<file path="config.mk">
export PLATFORM = sky130hd
export DESIGN_NAME = writeback_arbiter
export DESIGN_NICKNAME = d
export VERILOG_FILES = /design/src/rtl/writeback_arbiter.sv
export SDC_FILE = /design/constraint.sdc
export NUM_CORES = 1
export LEC_CHECK = 0
export CORE_ASPECT_RATIO = 1.75
export CORE_UTILIZATION = 45
export CTS_CLUSTER_DIAMETER = 60
export DETAILED_ROUTE_END_ITERATION = 8
export GPL_ROUTABILITY_DRIVEN = 0
export PLACE_DENSITY = 0.76
export REMOVE_ABC_BUFFERS = 1
export SYNTH_ARGS = -nofsm -noshare
export SYNTH_HDL_FRONTEND = slang
export SYNTH_SLANG_ARGS = --single-unit
</file>
<file path="constraint.sdc">
create_clock -name CLK -period 5.1 [get_ports CLK]
set_input_delay 1.02 -clock CLK [delete_from_list [all_inputs] [get_ports CLK]]
set_output_delay 1.02 -clock CLK [all_outputs]
set_load 0.05 [all_outputs]
</file>
<file path="src/rtl/writeback_arbiter.sv">
// writeback_arbiter
//   Collects completion results from the execute FUs (0 ALU, 1 SLS, 2 BR,
//   3 MLS, 4 GEMM) into one-entry holding buffers and round-robin arbitrates
//   them onto the single scalar regfile write port. Every grant also returns a
//   completion code to the issue stage so it can free the matching FUST row.
//
// Ports
//   CLK, nRST    clock; asynchronous active-low reset
//   fu_valid     FU i presents a completed result
//   fu_ready     buffer i accepts (transfer = fu_valid & fu_ready)
//   fu_wen       result writes a scalar register
//   fu_spec      result was issued under an unresolved branch
//   fu_rd        destination register per FU (REG_W bits each)
//   fu_wdata     write data per FU (DATA_W bits each)
//   wb_block     issue-stage WAR hold per buffer
//   branch_miss  misprediction flush
//   s_rw_en      regfile write enable (registered pulse)
//   s_rw         regfile write index
//   s_wdata      regfile write data
//   fu_ex        completion code: 0 NONE, 1 ALU, 2 SLS, 3 BR, 4 MLS, 5 GEMM
//   wb_busy      at least one holding buffer is valid
module writeback_arbiter #(
  parameter int NUM_FU = 5,
  parameter int DATA_W = 32,
  parameter int REG_W  = 5
) (
  input  logic                      CLK,
  input  logic                      nRST,
  input  logic [NUM_FU-1:0]         fu_valid,
  output logic [NUM_FU-1:0]         fu_ready,
  input  logic [NUM_FU-1:0]         fu_wen,
  input  logic [NUM_FU-1:0]         fu_spec,
  input  logic [NUM_FU*REG_W-1:0]   fu_rd,
  input  logic [NUM_FU*DATA_W-1:0]  fu_wdata,
  input  logic [NUM_FU-1:0]         wb_block,
  input  logic                      branch_miss,
  output logic                      s_rw_en,
  output logic [REG_W-1:0]          s_rw,
  output logic [DATA_W-1:0]         s_wdata,
  output logic [2:0]                fu_ex,
  output logic                      wb_busy
);

  localparam int PTR_W = (NUM_FU > 1) ? $clog2(NUM_FU) : 1;

  // Completion code is the FU index plus one; zero is reserved for NONE.
  function automatic logic [2:0] fu_code(input logic [PTR_W-1:0] idx);
    return 3'(idx) + 3'd1;
  endfunction

  logic [NUM_FU-1:0] buf_vld_p0;
  logic [NUM_FU-1:0] buf_wen_p0;
  logic [NUM_FU-1:0] buf_spec_p0;
  logic [REG_W-1:0]  buf_rd_p0    [NUM_FU];
  logic [DATA_W-1:0] buf_wdata_p0 [NUM_FU];
  logic [PTR_W-1:0]  rr_ptr;

  logic [NUM_FU-1:0] flush_mask;
  logic [NUM_FU-1:0] cand;
  logic [NUM_FU-1:0] grant;
  logic [NUM_FU-1:0] take;
  logic              grant_any;
  logic [PTR_W-1:0]  grant_idx;
  logic [PTR_W-1:0]  scan_ptr;
  int                scan_idx;

  logic              rw_en_p1;
  logic [REG_W-1:0]  rw_p1;
  logic [DATA_W-1:0] wdata_p1;
  logic [2:0]        ex_p1;

  // ---- Stage p0: holding buffers and arbitration on registered state ----
  assign flush_mask = {NUM_FU{branch_miss}};
  assign cand       = buf_vld_p0 & ~wb_block & ~(flush_mask & buf_spec_p0);
  assign fu_ready   = ~buf_vld_p0 | grant;
  // Speculative arrivals during a flush are accepted but never captured.
  assign take       = fu_valid & fu_ready & ~(flush_mask & fu_spec);
  assign wb_busy    = |buf_vld_p0;

  always_comb begin
    grant     = '0;
    grant_any = 1'b0;
    grant_idx = '0;
    scan_idx  = 0;
    scan_ptr  = '0;
    for (int k = 0; k < NUM_FU; k++) begin
      scan_idx = int'(rr_ptr) + k;
      if (scan_idx >= NUM_FU) scan_idx = scan_idx - NUM_FU;
      scan_ptr = PTR_W'(scan_idx);
      if (!grant_any && cand[scan_ptr]) begin
        grant_any = 1'b1;
        grant_idx = scan_ptr;
      end
    end
    if (grant_any) grant[grant_idx] = 1'b1;
  end

  // A new capture wins over the grant/flush clear of the same slot, which is
  // what lets an entry leave and be replaced in the same cycle.
  always_ff @(posedge CLK or negedge nRST) begin
    if (!nRST) begin
      buf_vld_p0 <= '0;
      rr_ptr     <= '0;
    end else begin
      buf_vld_p0 <= take | (buf_vld_p0 & ~grant & ~(flush_mask & buf_spec_p0));
      if (grant_any)
        rr_ptr <= (grant_idx == PTR_W'(NUM_FU-1)) ? '0 : grant_idx + 1'b1;
    end
  end

  always_ff @(posedge CLK) begin
    for (int i = 0; i < NUM_FU; i++) begin
      if (take[i]) begin
        buf_wen_p0[i]   <= fu_wen[i];
        buf_spec_p0[i]  <= fu_spec[i];
        buf_rd_p0[i]    <= fu_rd[i*REG_W +: REG_W];
        buf_wdata_p0[i] <= fu_wdata[i*DATA_W +: DATA_W];
      end
    end
  end

  // ---- Stage p1: registered writeback / completion pulse ----
  always_ff @(posedge CLK or negedge nRST) begin
    if (!nRST) begin
      rw_en_p1 <= 1'b0;
      rw_p1    <= '0;
      wdata_p1 <= '0;
      ex_p1    <= '0;
    end else if (grant_any) begin
      // r0 is hardwired, so a write to it still completes but never writes.
      rw_en_p1 <= buf_wen_p0[grant_idx] & (buf_rd_p0[grant_idx] != '0);
      rw_p1    <= buf_rd_p0[grant_idx];
      wdata_p1 <= buf_wdata_p0[grant_idx];
      ex_p1    <= fu_code(grant_idx);
    end else begin
      rw_en_p1 <= 1'b0;
      rw_p1    <= '0;
      wdata_p1 <= '0;
      ex_p1    <= '0;
    end
  end

  assign s_rw_en = rw_en_p1;
  assign s_rw    = rw_p1;
  assign s_wdata = wdata_p1;
  assign fu_ex   = ex_p1;

endmodule

</file>
=== Word level (Yosys, flattened, before mapping) ===
Memories as Yosys holds them, arrays and structs flattened.
Index checks and enable logic that the tools add are counted.

* Register bits: 59
* Memories kept: 2
* Bits in writable memories: 185
* Input bits: 208
* Logic and storage cells: 113

{| class="wikitable"
|+ Memory list
! name !! words !! width !! read ports !! clocked after memory_dff !! write ports !! line !! source
|-
| buf_wdata_p0 || 5 || 32 || 1 || 0 || 5 || 55 || <nowiki>logic [DATA_W-1:0] buf_wdata_p0 [NUM_FU];</nowiki>
|-
| buf_rd_p0 || 5 || 5 || 1 || 0 || 5 || 54 || <nowiki>logic [REG_W-1:0] buf_rd_p0 [NUM_FU];</nowiki>
|}

* Equality and inequality tests: 1
* $add $sub $neg: 10
* Bitwise gates (word level): 16
* $lt $le $gt $ge: 12
* Reduce and logical (&&, ||, !) cells: 11
* Mux-type cells: 45

{| class="wikitable"
|+ Operator list
! operator !! number
|-
| bitwise AND 5 bit || 8
|-
| two-way mux 3 bit || 12
|-
| two-way mux 32 bit || 1
|-
| inverter 5 bit || 5
|-
| < comparator 3 x 4 -> 1 bit (second input constant) || 6
|-
| two-way mux 1 bit || 23
|-
| binary-select mux 1 bit (select 3 bit) || 6
|-
| greater-or-equal comparator 4 x 3 -> 1 bit (second input constant) || 4
|-
| subtractor 3 bit (second input constant) || 5
|-
| two-way mux 5 bit || 2
|-
| OR 5 bit || 2
|-
| adder 3 x 2 -> 4 bit (second input constant) || 2
|-
| logical AND 1 bit || 5
|-
| nonzero test 5 bit || 1
|-
| OR reduction 5 bit || 1
|-
| adder 3 x 1 -> 4 bit (second input constant) || 1
|-
| adder 3 x 3 -> 4 bit (second input constant) || 1
|-
| logical NOT 1 bit || 4
|-
| adder 3 x 1 -> 3 bit (second input constant) || 1
|-
| demux 1 bit (select 3 bit) || 1
|-
| equality test 3 bit (second input constant) || 1
|-
| greater-or-equal comparator 3 x 1 -> 1 bit (second input constant) || 1
|-
| greater-or-equal comparator 3 bit (second input constant) || 1
|-
| bitwise AND 1 bit || 1
|}

=== Logic depth before layout (Yosys ltp) ===
* Word-level depth: 28
* Mapped depth: 20
* Mapped depth without buffers: 17

=== Worst setup path after synthesis ===
OpenSTA, ideal clock, no wires.

* Path kind: reg-to-reg
* Start: register rr_ptr[0]
* End: memory buf_rd_p0[2][0], enable pin
* Required time: 4.700 ns
* Path buffers: 2
* Setup time: 0.400 ns
* Stages on the path, launching flop included: 17
* Arrival: 5.186 ns
* Path slack: -0.486 ns
* Cell sequence: dfrtp_1 clkinv_1 buf_2 ha_1 ha_1 buf_2 xor2_1 nor2_1 mux2_1 o22ai_1 mux2_2 mux2_2 o22ai_2 and2_4 inv_4 o31ai_4 and3_1

{| class="wikitable"
|+ RTL lines
! what !! line !! source
|-
| start, declared || 56 || <nowiki>logic [PTR_W-1:0] rr_ptr;</nowiki>
|-
| start signal, assigned || 107 || <nowiki>rr_ptr <= (grant_idx == PTR_W'(NUM_FU-1)) ? '0 : grant_idx + 1'b1;</nowiki>
|-
| end, declared || 54 ||
|}

=== Worst setup path in the final report ===
* Start: input port wb_block[2]
* End: output port fu_ready[2]

* Longest elaborated chain between the ends: 24

{| class="wikitable"
|+ RTL lines
! what !! line !! source
|-
| start, declared || 35 || <nowiki>input logic [NUM_FU-1:0] wb_block,</nowiki>
|-
| inverter 5 bit (*) || 74 || <nowiki>assign cand = buf_vld_p0 & ~wb_block & ~(flush_mask & buf_spec_p0);</nowiki>
|-
| bitwise AND 5 bit (*) (2 in series) || 74 ||
|-
| binary-select mux 1 bit (select 3 bit) || 90 || <nowiki>if (!grant_any && cand[scan_ptr]) begin</nowiki>
|-
| two-way mux 1 bit (implied by the code) || 90 ||
|-
| two-way mux 1 bit || 90 ||
|-
| logical NOT 1 bit || 90 ||
|-
| logical AND 1 bit || 90 ||
|-
| two-way mux 1 bit || 90 ||
|-
| (+7 left out) || n/a ||
|-
| logical AND 1 bit || 90 ||
|-
| two-way mux 3 bit || 90 ||
|-
| < comparator 3 x 4 -> 1 bit (implied by the code) / greater-or-equal comparator 3 x 1 -> 1 bit (equally long branches) || 95 || <nowiki>if (grant_any) grant[grant_idx] = 1'b1;</nowiki>
|-
| logical AND 1 bit (implied by the code) || 95 ||
|-
| two-way mux 1 bit (implied by the code) || 95 ||
|-
| demux 1 bit (select 3 bit) || 95 ||
|-
| two-way mux 5 bit (*) || 95 ||
|-
| OR 5 bit (*) || 75 || <nowiki>assign fu_ready = ~buf_vld_p0 | grant;</nowiki>
|-
| end, declared || 30 || <nowiki>output logic [NUM_FU-1:0] fu_ready,</nowiki>
|}

Mark *: on every way between the ends. The rest lies on a longest branch, timed or not. The select of a mux whose other input is x is not followed.

==> run metrics <==
critical path's largest stage delay=0.47 ns; first-pass GRT wire length=46500 um; Req. time, crit path=4.08 ns; Ys Warns=0; R2R setup slack=0.64 ns; clk_skew=0.0128 ns; vias=7681; Synth Instances=717; Max-slew headroom=0.486; commonest non-fill, non-tap cell in the layout=clkdlybuf4s50_1; XOR/XNOR Fraction of Synth Area=0.00511; sequential element share of the synthesized area=0.689; Post-synth EDFFs=195; Tightest Pin Transition=0.772 ns; Pins Over Slew Limit=0; Final period util=0.989; outcome=complete, no violations; core box area=22300 um2; Die Span Y=202 um; commonest non-fill, non-tap cells in the layout=247 x clkdlybuf4s50_1, 195 x edfxtp_1, 88 x nand2_1; Critical Path End Type=primary output; WL/cell=23.7 um; CTS Root Cell=clkbuf_16; die area=23500 um2; FF+latch area=7080 um2; area post-placement=13500 um2; CP Cell Sequence=clkdlybuf4s50_1, and2b_1, and2_4, or3b_2, a41oi_2, mux2_4, mux2_2, o22ai_4, and2_4, inv_4, o31ai_4, buf_12; Crit Path Max Fanout=4; Via-to-Cell Ratio=5.74; CTS Buffer Depth=3; commonest register cell after synthesis=edfxtp_1; mux contribution to synthesized area=0.0564; DRC Markers=0; CTS tree=done; DIE WIDTH=116 um; Top cell by count, worst path=and2_4; Worst setup SP type=primary input; drt initial violations=620; Synth Area in Simple Gates=0.0890; asr flop ratio synth=0.201; Critical path buffers and inverters=3; layout filler cell count=1619; vias in the first global route=8156; post-layout instance area=14600 um2; largest family of logic cells by synthesized area=compound AO/OA/AOI/OAI gates; grt total ovfl=0; GRT Util Overall=0.274; Detailed Route WL=31800 um; Peak Freq=198 MHz; CP top delay family=simple AND/OR/NAND/NOR gates; Synth cell types=80; share of layout cells above drive strength 1=0.196; post-cts hold buffer count=0; area of the multi-input gates=3240 um2; post-synthesis register bit count=244; CP max stage cell=or3b_2; Layout area overhead=42.5%; worst-skew pair later-pin latency=0.50 ns; H-tree levels=1; fraction of the mapped netlist area in adder cells=0.0141; Nets=1233; Row Count=72; Post-DP HPWL=21800 um; largest net degree at the start of global routing=50; Final Hold Fails=0; Worst EP arrival=4.03 ns; CTS Buf Count=22; CTS clk-pin slew, worst paths=0.07 ns; max-cap viol count=0; Detail Route Antenna Nets=0; final setup fails=0; Final Critical Period=5.05 ns; post-synthesis compound-gate area fraction=0.122; Cell Area, Synth=10300 um2; Detailed Routing Iterations Pass 1=5; Initial Util=0.462; IO Pins=255; Sink Count=244; initial antenna violation count=14; syn avg cell area=14.3 um2; Crit Path Class=in -> out; Hold WC Path Type=reg -> reg; IO Port Bufs=254
[final timing paths]
path | start | endpoint | depth (start not counted)
min in group asynchronous | nRST | s_wdata[10]$_DFF_PN0_ | 2
hold reg to reg | buf_wdata_p0[3][6]$_DFFE_PP_ | s_wdata[6]$_DFF_PN0_ | 2
setup / recovery | wb_block[2] | fu_ready[2] | 12
hold / removal | buf_wdata_p0[3][6]$_DFFE_PP_ | s_wdata[6]$_DFF_PN0_ | 2
setup reg to reg | rr_ptr[0]$_DFFE_PN0P_ | s_rw_en$_DFF_PN0_ | 18
max in group asynchronous | nRST | s_wdata[31]$_DFF_PN0_ | 2
[synth_stat cells, types with 2 or more instances]
master | number | area share
edfxtp_1 | 195 | 0.57
nand2_1 | 90 | 0.033
dfrtp_1 | 49 | 0.12
mux2_2 | 37 | 0.041
o221ai_1 | 35 | 0.030
a31oi_1 | 33 | 0.020
nor2_1 | 27 | 0.0099
a21oi_1 | 23 | 0.011
nand3_1 | 17 | 0.0083
buf_2 | 14 | 0.0068
clkbuf_1 | 12 | 0.0044
ha_1 | 10 | 0.012
inv_1 | 10 | 0.0037
o21ai_0 | 10 | 0.0049
a211oi_1 | 8 | 0.0058
mux2i_1 | 8 | 0.0078
nor2b_1 | 8 | 0.0049
and3_1 | 6 | 0.0037
mux2_1 | 6 | 0.0066
a221oi_1 | 5 | 0.0043
and2_1 | 5 | 0.0030
nand2b_1 | 5 | 0.0030
o22ai_1 | 5 | 0.0030
or3_1 | 5 | 0.0030
xnor2_1 | 5 | 0.0043
a211o_1 | 4 | 0.0034
buf_1 | 4 | 0.0015
buf_4 | 4 | 0.0029
nand4_1 | 4 | 0.0024
nor3_1 | 4 | 0.0019
a41oi_1 | 3 | 0.0026
buf_6 | 3 | 0.0033
o21a_1 | 3 | 0.0022
or3_4 | 3 | 0.0033
a2111oi_0 | 2 | 0.0017
a21o_1 | 2 | 0.0015
a221o_1 | 2 | 0.0019
a311oi_1 | 2 | 0.0017
and2b_1 | 2 | 0.0015
clkinv_1 | 2 | 0.00073
nand3b_1 | 2 | 0.0015
nor4_1 | 2 | 0.0012
o211ai_1 | 2 | 0.0015
o21ai_2 | 2 | 0.0017
o31ai_1 | 2 | 0.0015
[metrics by stage]
stage               setup slack, ns  utilization  hold slack [ns]  instances   TNS [ns]
detailed placement           -0.139        0.608            0.520       1280     -0.301
global route                -0.0882        0.658            0.547       1339     -0.170
finish                       0.0547        0.658            0.524       1339          0
CTS                       -0.000268        0.643            0.528       1321  -0.000268
floorplan                     -2.77            -            0.490        680    -448.30
global placement            -0.0890        0.608            0.506       1280    -0.0912
[per-layer routing]
layer / share of wire / GRT usage / vias up
met2: 0.55 / 0.485 / 365
met1: 0.33 / 0.294 / 3793
met5: 0 / 0 / -
met3: 0.056 / 0.0420 / 129
met4: 0.064 / 0.180 / 0
li1: - / - / 3394
[cells by family (layout without fill, tap and decap cells)]
family                     count (synthesis)  count (layout)
adders and majority gates                 11              11
xor gates and xnor gates                   6               6
AOI/OAI and AO/OA                        164             164
muxes                                     52              52
DFF                                      244             244
and+or+nand+nor                          189             189
buffers and inverters                     51             364
other                                      0              13
[area by class of cell]
cell class	count	share of cell area
antenna	13	0.00222
clock buffer	29	0.0422
clock inverter	11	0.00940
inverter	14	0.00393
multi-input combinational	422	0.221
sequential	244	0.484
tap	296	0.0253
timing repair buffer	310	0.212
[registers in the layout, summed over array words and instances (netlist names)]
signal / count
buf_vld_p0: 5
fu_ex: 3
rr_ptr: 3
buf_wen_p0: 5
buf_spec_p0: 5
s_rw: 5
buf_wdata_p0: 160
buf_rd_p0: 25
s_wdata: 32
s_rw_en: 1
[worst reg2reg max path, stage by stage, from the launching register on]
cell	delay [ns]
dfrtp_1	0.41
inv_2	0.10
buf_12	0.10
ha_2	0.16
inv_1	0.05
fa_2	0.50
o21ba_2	0.19
o211ai_1	0.23
a32oi_1	0.13
nand2_1	0.17
nand2_2	0.10
a311oi_2	0.38
o22a_2	0.26
nor2_4	0.08
inv_4	0.09
buf_4	0.35
mux2_2	0.43
a221oi_1	0.40
a41oi_1	0.18
[timing repair]
action	CTS	global route
resized for setup	6	54
endpoints found under the setup margin	4	4
setup buffers	1	5
pin swaps	0	11
Power is left out: the tool's default activity adds up to more than one toggle a clock period on the data nets, which glitch-free logic cannot reach.
